## config.mk

```make
export PLATFORM = sky130hd
export DESIGN_NAME = stream_demux_1to4
export DESIGN_NICKNAME = d
export VERILOG_FILES = /design/src/rtl/stream_demux_1to4.sv
export SDC_FILE = /design/constraint.sdc
export NUM_CORES = 1
export LEC_CHECK = 0
export CORE_MARGIN = 10
export CORE_UTILIZATION = 48
export CTS_BUF_LIST = sky130_fd_sc_hd__clkbuf_4 sky130_fd_sc_hd__clkbuf_8
export CTS_CLUSTER_DIAMETER = 40
export DETAILED_ROUTE_END_ITERATION = 10
export PLACE_DENSITY = 0.8
export SYNTH_ARGS = -nofsm -noshare
export SYNTH_HDL_FRONTEND = slang
export SYNTH_SLANG_ARGS = --single-unit
```

## constraint.sdc

```tcl
create_clock -name clk -period 2.41 [get_ports clk]
set_input_delay 0.723 -clock clk [delete_from_list [all_inputs] [get_ports clk]]
set_output_delay 0.723 -clock clk [all_outputs]
set_load 0.1 [all_outputs]
```

## src/rtl/stream_demux_1to4.sv

```systemverilog
// Registered 1-to-4 stream demultiplexer. Each output channel has a one-entry
// register with its own backpressure and a wrapping delivered-word counter.
module stream_demux_1to4 #(
   parameter int WIDTH = 5,
   parameter int CNT_W = 8
) (
   input  logic             clk,
   input  logic             rst,
   input  logic [WIDTH-1:0] data_in,
   input  logic [1:0]       sel,
   input  logic             in_valid,
   output logic             in_ready,
   output logic [WIDTH-1:0] data_out0,
   output logic [WIDTH-1:0] data_out1,
   output logic [WIDTH-1:0] data_out2,
   output logic [WIDTH-1:0] data_out3,
   output logic [3:0]       out_valid,
   input  logic [3:0]       out_ready,
   output logic [CNT_W-1:0] count0,
   output logic [CNT_W-1:0] count1,
   output logic [CNT_W-1:0] count2,
   output logic [CNT_W-1:0] count3
);

   // Handshakes: a word moves on a cycle where valid and ready are both high;
   // in_ready depends on rst, sel and the selected channel only, never on in_valid.
   typedef enum logic {CH_EMPTY = 1'b0, CH_FULL = 1'b1} ch_state_e;

   ch_state_e        state_q [4];
   ch_state_e        state_d [4];
   logic [WIDTH-1:0] data_q  [4];
   logic [WIDTH-1:0] data_d  [4];
   logic [CNT_W-1:0] cnt_q   [4];
   logic [CNT_W-1:0] cnt_d   [4];
   logic [3:0]       deliver;
   logic             accept;

   always_comb begin
      for (int k = 0; k < 4; k++) begin
         out_valid[k] = (state_q[k] == CH_FULL);
      end
   end

   assign deliver  = out_valid & out_ready;
   assign in_ready = !rst && (!out_valid[sel] || out_ready[sel]);
   assign accept   = in_valid && in_ready;

   // A new word for a channel wins over its delivery, so a deliver+accept
   // cycle reloads the register with no bubble.
   always_comb begin
      for (int k = 0; k < 4; k++) begin
         state_d[k] = state_q[k];
         data_d[k]  = data_q[k];
         cnt_d[k]   = cnt_q[k];
         if (accept && (sel == 2'(k))) begin
            state_d[k] = CH_FULL;
            data_d[k]  = data_in;
         end else if (deliver[k]) begin
            state_d[k] = CH_EMPTY;
         end
         if (deliver[k]) begin
            cnt_d[k] = cnt_q[k] + 1'b1;
         end
      end
   end

   always_ff @(posedge clk) begin
      if (rst) begin
         for (int k = 0; k < 4; k++) begin
            state_q[k] <= CH_EMPTY;
            data_q[k]  <= '0;
            cnt_q[k]   <= '0;
         end
      end else begin
         for (int k = 0; k < 4; k++) begin
            state_q[k] <= state_d[k];
            data_q[k]  <= data_d[k];
            cnt_q[k]   <= cnt_d[k];
         end
      end
   end

   assign data_out0 = data_q[0];
   assign data_out1 = data_q[1];
   assign data_out2 = data_q[2];
   assign data_out3 = data_q[3];
   assign count0    = cnt_q[0];
   assign count1    = cnt_q[1];
   assign count2    = cnt_q[2];
   assign count3    = cnt_q[3];

endmodule

```

# After elaboration in Yosys (flattened, before gate mapping)

Memory sizes are Yosys's and may differ from the RTL's.
Index checks and enable logic that the tools add are counted.

Output and inout bits: 57
RAM bits: 56
Register bits after elaboration: 0
Input bits: 14
Memories: 3

Memories:

| memory  | depth | width | read ports | clocked after memory_dff | wr ports | line | RTL |
|---|---|---|---|---|---|---|---|
| cnt_q   | 4     | 8     | 4          | 0                        | 4        | 33   | `logic [CNT_W-1:0] cnt_q [4];` |
| data_q  | 4     | 5     | 4          | 0                        | 4        | 31   | `logic [WIDTH-1:0] data_q [4];` |
| state_q | 4     | 1     | 4          | 0                        | 4        | 29   | `ch_state_e state_q [4];` |

Bitwise gates (word level): 13
Add/sub/neg operators: 4
Reduce and logical (&&, ||, !) cells: 10
Multiplexer cells: 35
$lt $le $gt $ge: 1
Equality and inequality tests: 3

Operator list:

| kind                                                                         | number |
|---|---|
| 8-bit 2-to-1 mux                                                             | 8 |
| 5-bit 2-to-1 mux                                                             | 8 |
| 8-bit by 1-bit adder with 8-bit output, second input constant                | 4 |
| 1-bit 2-to-1 mux                                                             | 17 |
| 1-bit bitwise OR                                                             | 12 |
| 1-bit logical AND                                                            | 6 |
| 4-bit AND                                                                    | 1 |
| 1-bit binary-select mux with 2-bit select                                    | 2 |
| 2-bit == test, second input constant                                         | 2 |
| 2-bit by 3-bit less-than comparator with 1-bit output, second input constant | 1 |
| 2-bit by 1-bit == test with 1-bit output, second input constant              | 1 |
| 1-bit zero test                                                              | 2 |
| 2-bit zero test                                                              | 1 |
| 1-bit logical OR                                                             | 1 |

# Logic depth before layout (Yosys ltp)

Depth after elaboration: 9
Depth in mapped cells: 5
Gate-level depth less buffers: 4

# Least setup slack after synthesis

OpenSTA, ideal clock, no wires.

Path type: input -> output
From: input sel[1]
To: output in_ready
Arrival: 2.693 ns
Stages on the path: 3
Path buffers: 1
Path slack: -1.006 ns
Path through: clkbuf_1 > mux4_2 > nor2_1

Cells in the longest elaborated chain, start to end: 5

Ends and longest elaborated chain:

| what                                      | line | RTL |
|---|---|---|
| start, declared                           | 10   | `input logic [1:0] sel,` |
| 1-bit binary-select mux with 2-bit select | 45   | `assign in_ready = !rst && (!out_valid[sel] \|\| out_ready[sel]);` |
| 1-bit 2-to-1 mux (implied by the code)    | 45   |  |
| 1-bit zero test                           | 45   |  |
| 1-bit logical OR *                        | 45   |  |
| 1-bit logical AND *                       | 45   |  |
| end, declared                             | 12   | `output logic in_ready,` |

Mark *: on every way between the ends. The rest lies on a longest branch, timed or not. The select of a mux whose other input is x is not followed.

# Worst setup path after layout

From: input out_ready[3]
To: output in_ready

Cells in the longest elaborated chain, start to end: 4

Ends and longest elaborated chain:

| what                                      | line | RTL |
|---|---|---|
| start, declared                           | 18   | `input logic [3:0] out_ready,` |
| 1-bit binary-select mux with 2-bit select | 45   |  |
| 1-bit 2-to-1 mux (implied by the code)    | 45   |  |
| 1-bit logical OR                          | 45   |  |
| 1-bit logical AND                         | 45   |  |

Every way passes these cells. The select of a mux whose other input is x is not followed.

==> flow_summary.html <==
<table>
<tr><th>Metric</th><th>Value</th></tr>
<tr><th colspan="2">Synth</th></tr>
<tr><td>Cells taking the most area after synthesis</td><td>sky130_fd_sc_hd__dfxtp_1 44%, sky130_fd_sc_hd__a21oi_1 9.5%, sky130_fd_sc_hd__o31ai_1 8.3%</td></tr>
<tr><td>Leading post-synthesis cells by instance count</td><td>56 x sky130_fd_sc_hd__dfxtp_1, 48 x sky130_fd_sc_hd__a21oi_1, 28 x sky130_fd_sc_hd__nand4_1, 28 x sky130_fd_sc_hd__o31ai_1, 14 x sky130_fd_sc_hd__nand3_1</td></tr>
<tr><td>Gate Count Post-Synth</td><td>287</td></tr>
<tr><td>Number of distinct standard cells referenced by the synthesized netlist</td><td>28</td></tr>
<tr><td>Fraction of post-synthesis cell area in the top cell type by area</td><td>0.444</td></tr>
<tr><td>Flip-flop and latch count after synthesis</td><td>56</td></tr>
<tr><td>Yosys top cell by area</td><td>sky130_fd_sc_hd__dfxtp_1</td></tr>
<tr><td>Combined area of all synthesized cells</td><td>2520 sq um</td></tr>
<tr><td>Warning count from the yosys run</td><td>0</td></tr>
<tr><td>Ys flop type</td><td>sky130_fd_sc_hd__dfxtp_1</td></tr>
<tr><td>Async SR Flop Fraction</td><td>0</td></tr>
<tr><td>Sequential share of the synthesized area</td><td>0.444</td></tr>
<tr><td>Mean Syn Cell Area</td><td>8.79 sq um</td></tr>
<tr><td>Number of nets in the synthesized netlist</td><td>305</td></tr>
<tr><td>Count of flip-flops with a built-in enable after synthesis</td><td>0</td></tr>
<tr><td>Leading cell type by number of instances after synthesis</td><td>sky130_fd_sc_hd__dfxtp_1</td></tr>
<tr><th colspan="2">STA</th></tr>
<tr><td>Final setup skew</td><td>0.00324 ns</td></tr>
<tr><td>Final number of max-transition violations</td><td>0</td></tr>
<tr><td>Endpoints failing setup</td><td>0</td></tr>
<tr><td>Worst-case headroom to the max-slew limit</td><td>0.725</td></tr>
<tr><td>Total Negative Setup Slacks</td><td>0 ns</td></tr>
<tr><td>Transition time at the pin with the least slew margin</td><td>between 0.4 and 0.5 ns</td></tr>
<tr><td>Peak clock frequency supported by timing</td><td>approximately 420 MHz</td></tr>
<tr><td>Share of the clock period used by the worst path after layout</td><td>0.989</td></tr>
<tr><td>PnR worst setup slack</td><td>0.0270 ns</td></tr>
<tr><td>Min Clock Period, post-route</td><td>approximately 2.4 ns</td></tr>
<tr><td>Setup repair after global routing missed its margin</td><td>false</td></tr>
<tr><td>Final Hold Slack</td><td>0.478 ns</td></tr>
<tr><td>Endpoints failing hold</td><td>0</td></tr>
<tr><th colspan="2">Floorplan</th></tr>
<tr><td>DIE AREA</td><td>between 8000 and 9000 sq um</td></tr>
<tr><td>Core Box Area</td><td>5110 sq um</td></tr>
<tr><td># IOs</td><td>a little over 70</td></tr>
<tr><td>Initial cell density of the core</td><td>0.494</td></tr>
<tr><td>Number of rows in the core area</td><td>26</td></tr>
<tr><td>Die X</td><td>92.5 microns</td></tr>
<tr><td>Vertical die dimension</td><td>92.5 microns</td></tr>
<tr><th colspan="2">Routing</th></tr>
<tr><td>Total Wirelength</td><td>6600 microns</td></tr>
<tr><td>Post-detailed-route DRC marker count</td><td>0</td></tr>
<tr><td>Detail Route Antenna Nets</td><td>0</td></tr>
<tr><td>Average detailed-routed wire length per instance</td><td>around 15 microns</td></tr>
<tr><td>Routed vias/inst</td><td>5.59</td></tr>
<tr><td>Total number of vias</td><td>2439</td></tr>
<tr><td>1st-pass router iterations</td><td>6</td></tr>
<tr><td>Number of DRC violations after detailed-routing iteration 0</td><td>256</td></tr>
<tr><th colspan="2">CTS</th></tr>
<tr><td>H-tree level count</td><td>2</td></tr>
<tr><td>TritonCTS clock tree</td><td>built</td></tr>
<tr><td>TritonCTS Buffers</td><td>5</td></tr>
<tr><td>Number of setup buffers added after CTS</td><td>0</td></tr>
<tr><td>Buffer cell driving the clock tree root</td><td>sky130_fd_sc_hd__clkbuf_8</td></tr>
<tr><td>Worst-skew pair later-pin latency</td><td>0.30 ns</td></tr>
<tr><td>Post-cts repair resize count</td><td>30</td></tr>
<tr><td>Clock transition at the register clock pins on the worst setup and hold paths after CTS</td><td>0.09 ns</td></tr>
<tr><td>Number of hold buffers added after cts</td><td>0</td></tr>
<tr><td>Number of sinks on the clock net</td><td>56</td></tr>
<tr><td>Deepest clock path buffer count</td><td>2</td></tr>
<tr><th colspan="2">Placed design</th></tr>
<tr><td>Cell count after placement</td><td>427</td></tr>
<tr><td>Global placement routability congestion</td><td>0.786</td></tr>
<tr><td>Worst Setup Slack post-DPL</td><td>-0.464 ns</td></tr>
<tr><td>Post-detailed-placement half-perimeter wirelength</td><td>4860 microns</td></tr>
<tr><td>Number of input and output port buffers inserted</td><td>70</td></tr>
<tr><th colspan="2">Global routing</th></tr>
<tr><td>Wire length of the first global-routing pass</td><td>around 11000 microns</td></tr>
<tr><td>Vias in the first global route</td><td>2226</td></tr>
<tr><td>Antenna violations before repair</td><td>1</td></tr>
<tr><td>Pin count of the biggest net entering global routing</td><td>31</td></tr>
<tr><td>GRT Util Overall</td><td>0.146</td></tr>
<tr><td>Sum of overflow across all layers after global routing</td><td>0</td></tr>
<tr><th colspan="2">Pwr</th></tr>
<tr><td>Pwr/cell area</td><td>513 nW/um^2</td></tr>
<tr><td>Static leakage power</td><td>1.26 nW</td></tr>
<tr><td>Largest vdd supply drop</td><td>0.263 mV</td></tr>
<tr><th colspan="2">Setup path</th></tr>
<tr><td>Startpoint-to-endpoint class of the critical path</td><td>primary input to primary output</td></tr>
<tr><td>Arrival time at the worst endpoint</td><td>about 1.7 ns</td></tr>
<tr><td>Category of the worst setup path capture point</td><td>primary output</td></tr>
<tr><td>Biggest fanout along the worst timing path</td><td>2</td></tr>
<tr><td>Critical path launch point type</td><td>primary input</td></tr>
<tr><td>CP required</td><td>~1.7 ns</td></tr>
<tr><th colspan="2">Outcome</th></tr>
<tr><td>Run status</td><td>complete, no violations</td></tr>
<tr><th colspan="2">Min path</th></tr>
<tr><td>Min-Delay Path Class</td><td>register to register</td></tr>
<tr><th colspan="2">Finish</th></tr>
<tr><td>Proportion of layout cells with a drive suffix above 1</td><td>0.282</td></tr>
<tr><td>Fin cells</td><td>436</td></tr>
<tr><td>P&amp;R area growth vs syn</td><td>33.6%</td></tr>
<tr><td>Nets</td><td>382</td></tr>
<tr><th colspan="2">Job</th></tr>
<tr><td>Number of max-cap violations</td><td>0</td></tr>
</table>
==> critical path, cell delays in order <==
cell	delay (ns)
sky130_fd_sc_hd__buf_6	0.08
sky130_fd_sc_hd__nor2b_2	0.04
sky130_fd_sc_hd__mux4_2	0.50
sky130_fd_sc_hd__nor2_4	0.14
sky130_fd_sc_hd__buf_12	0.18
==> through the flow <==
step / utilization / cell area [sq um] / total power, mW
2_1_floorplan: - / 2540 / 1.13
3_3_place_gp: 0.638 / 3260 / 1.21
3_5_place_dp: 0.638 / 3260 / 1.21
4_1_cts: 0.660 / 3370 / 1.75
5_1_grt: 0.660 / 3370 / 1.80
6_report: 0.660 / 3370 / 1.73
==> routing by layer <==
layer | up-vias | global-route usage | share of wire
li1 | 1239 | - | -
met4 | 0 | 0.0566 | 0.017
met3 | 8 | 0.0533 | 0.066
met2 | 69 | 0.231 | 0.47
met1 | 1123 | 0.178 | 0.44
met5 | - | 0 | 0
==> area by class of cell <==
class,instances,area (sq um)
Tap cell,70,87.6
Antenna cell,1,2.50
Inverter,9,33.8
Timing Repair Buffer,90,746
Sequential cell,56,1120
Clock buffer,8,97.6
Multi-Input combinational cell,202,1280
Fill cell,435,1740
==> layout by cell type (no fill, tap or decap), types with 2 or more instances in the layout <==
cell	count
sky130_fd_sc_hd__buf_4	74
sky130_fd_sc_hd__dfxtp_1	56
sky130_fd_sc_hd__a21oi_1	48
sky130_fd_sc_hd__nand4_1	28
sky130_fd_sc_hd__o31ai_1	28
sky130_fd_sc_hd__nand3_1	14
sky130_fd_sc_hd__o21ai_0	12
sky130_fd_sc_hd__nand2_1	12
sky130_fd_sc_hd__or3_1	11
sky130_fd_sc_hd__inv_1	9
sky130_fd_sc_hd__or4_1	8
sky130_fd_sc_hd__nor2_1	8
sky130_fd_sc_hd__clkbuf_8	6
sky130_fd_sc_hd__clkdlybuf4s50_1	6
sky130_fd_sc_hd__buf_6	5
sky130_fd_sc_hd__nor2b_2	4
sky130_fd_sc_hd__nand2b_1	4
sky130_fd_sc_hd__nand4_2	4
sky130_fd_sc_hd__xnor2_1	4
sky130_fd_sc_hd__xor2_1	4
sky130_fd_sc_hd__ha_1	4
sky130_fd_sc_hd__nand3b_1	3
sky130_fd_sc_hd__buf_12	3
sky130_fd_sc_hd__clkbuf_4	2
==> path summary, 6_finish.rpt <==
path,cells after the start,startpoint,slack (ns),to
max,5,out_ready[3],0.03,in_ready
min,2,data_q[3][3],0.48,data_q[3][3]
max reg2reg,4,state_q[3],1.03,cnt_q[0][31]
min reg2reg,2,data_q[3][3],0.48,data_q[3][3]
==> flip-flops by register name, summed over array words and instances, names as in the netlist <==
| signal | count |
|---|---|
| cnt_q | 32 |
| data_q | 20 |
| state_q | 4 |
==> cell families after synthesis <==
| family | Yosys count | share of synthesized area |
|---|---|---|
| compound gates | 88 | 0.202 |
| buf+inv | 29 | 0.0540 |
| simple gates | 101 | 0.243 |
| fa+ha+maj | 4 | 0.0198 |
| mux | 1 | 0.00892 |
| flops | 56 | 0.444 |
| xor+xnor | 8 | 0.0278 |
==> power breakdown <==
part | switching (mW) | total [mW] | internal, mW | leakage, nW
Combinational | 0.175 | 0.250 | 0.0757 | 0.756
Sequential | 0.00828 | 0.945 | 0.936 | 0.452
Clock | 0.277 | 0.535 | 0.258 | 0.0523
Total | 0.460 | 1.73 | 1.27 | 1.26
Power figures use the tool's default switching activity.
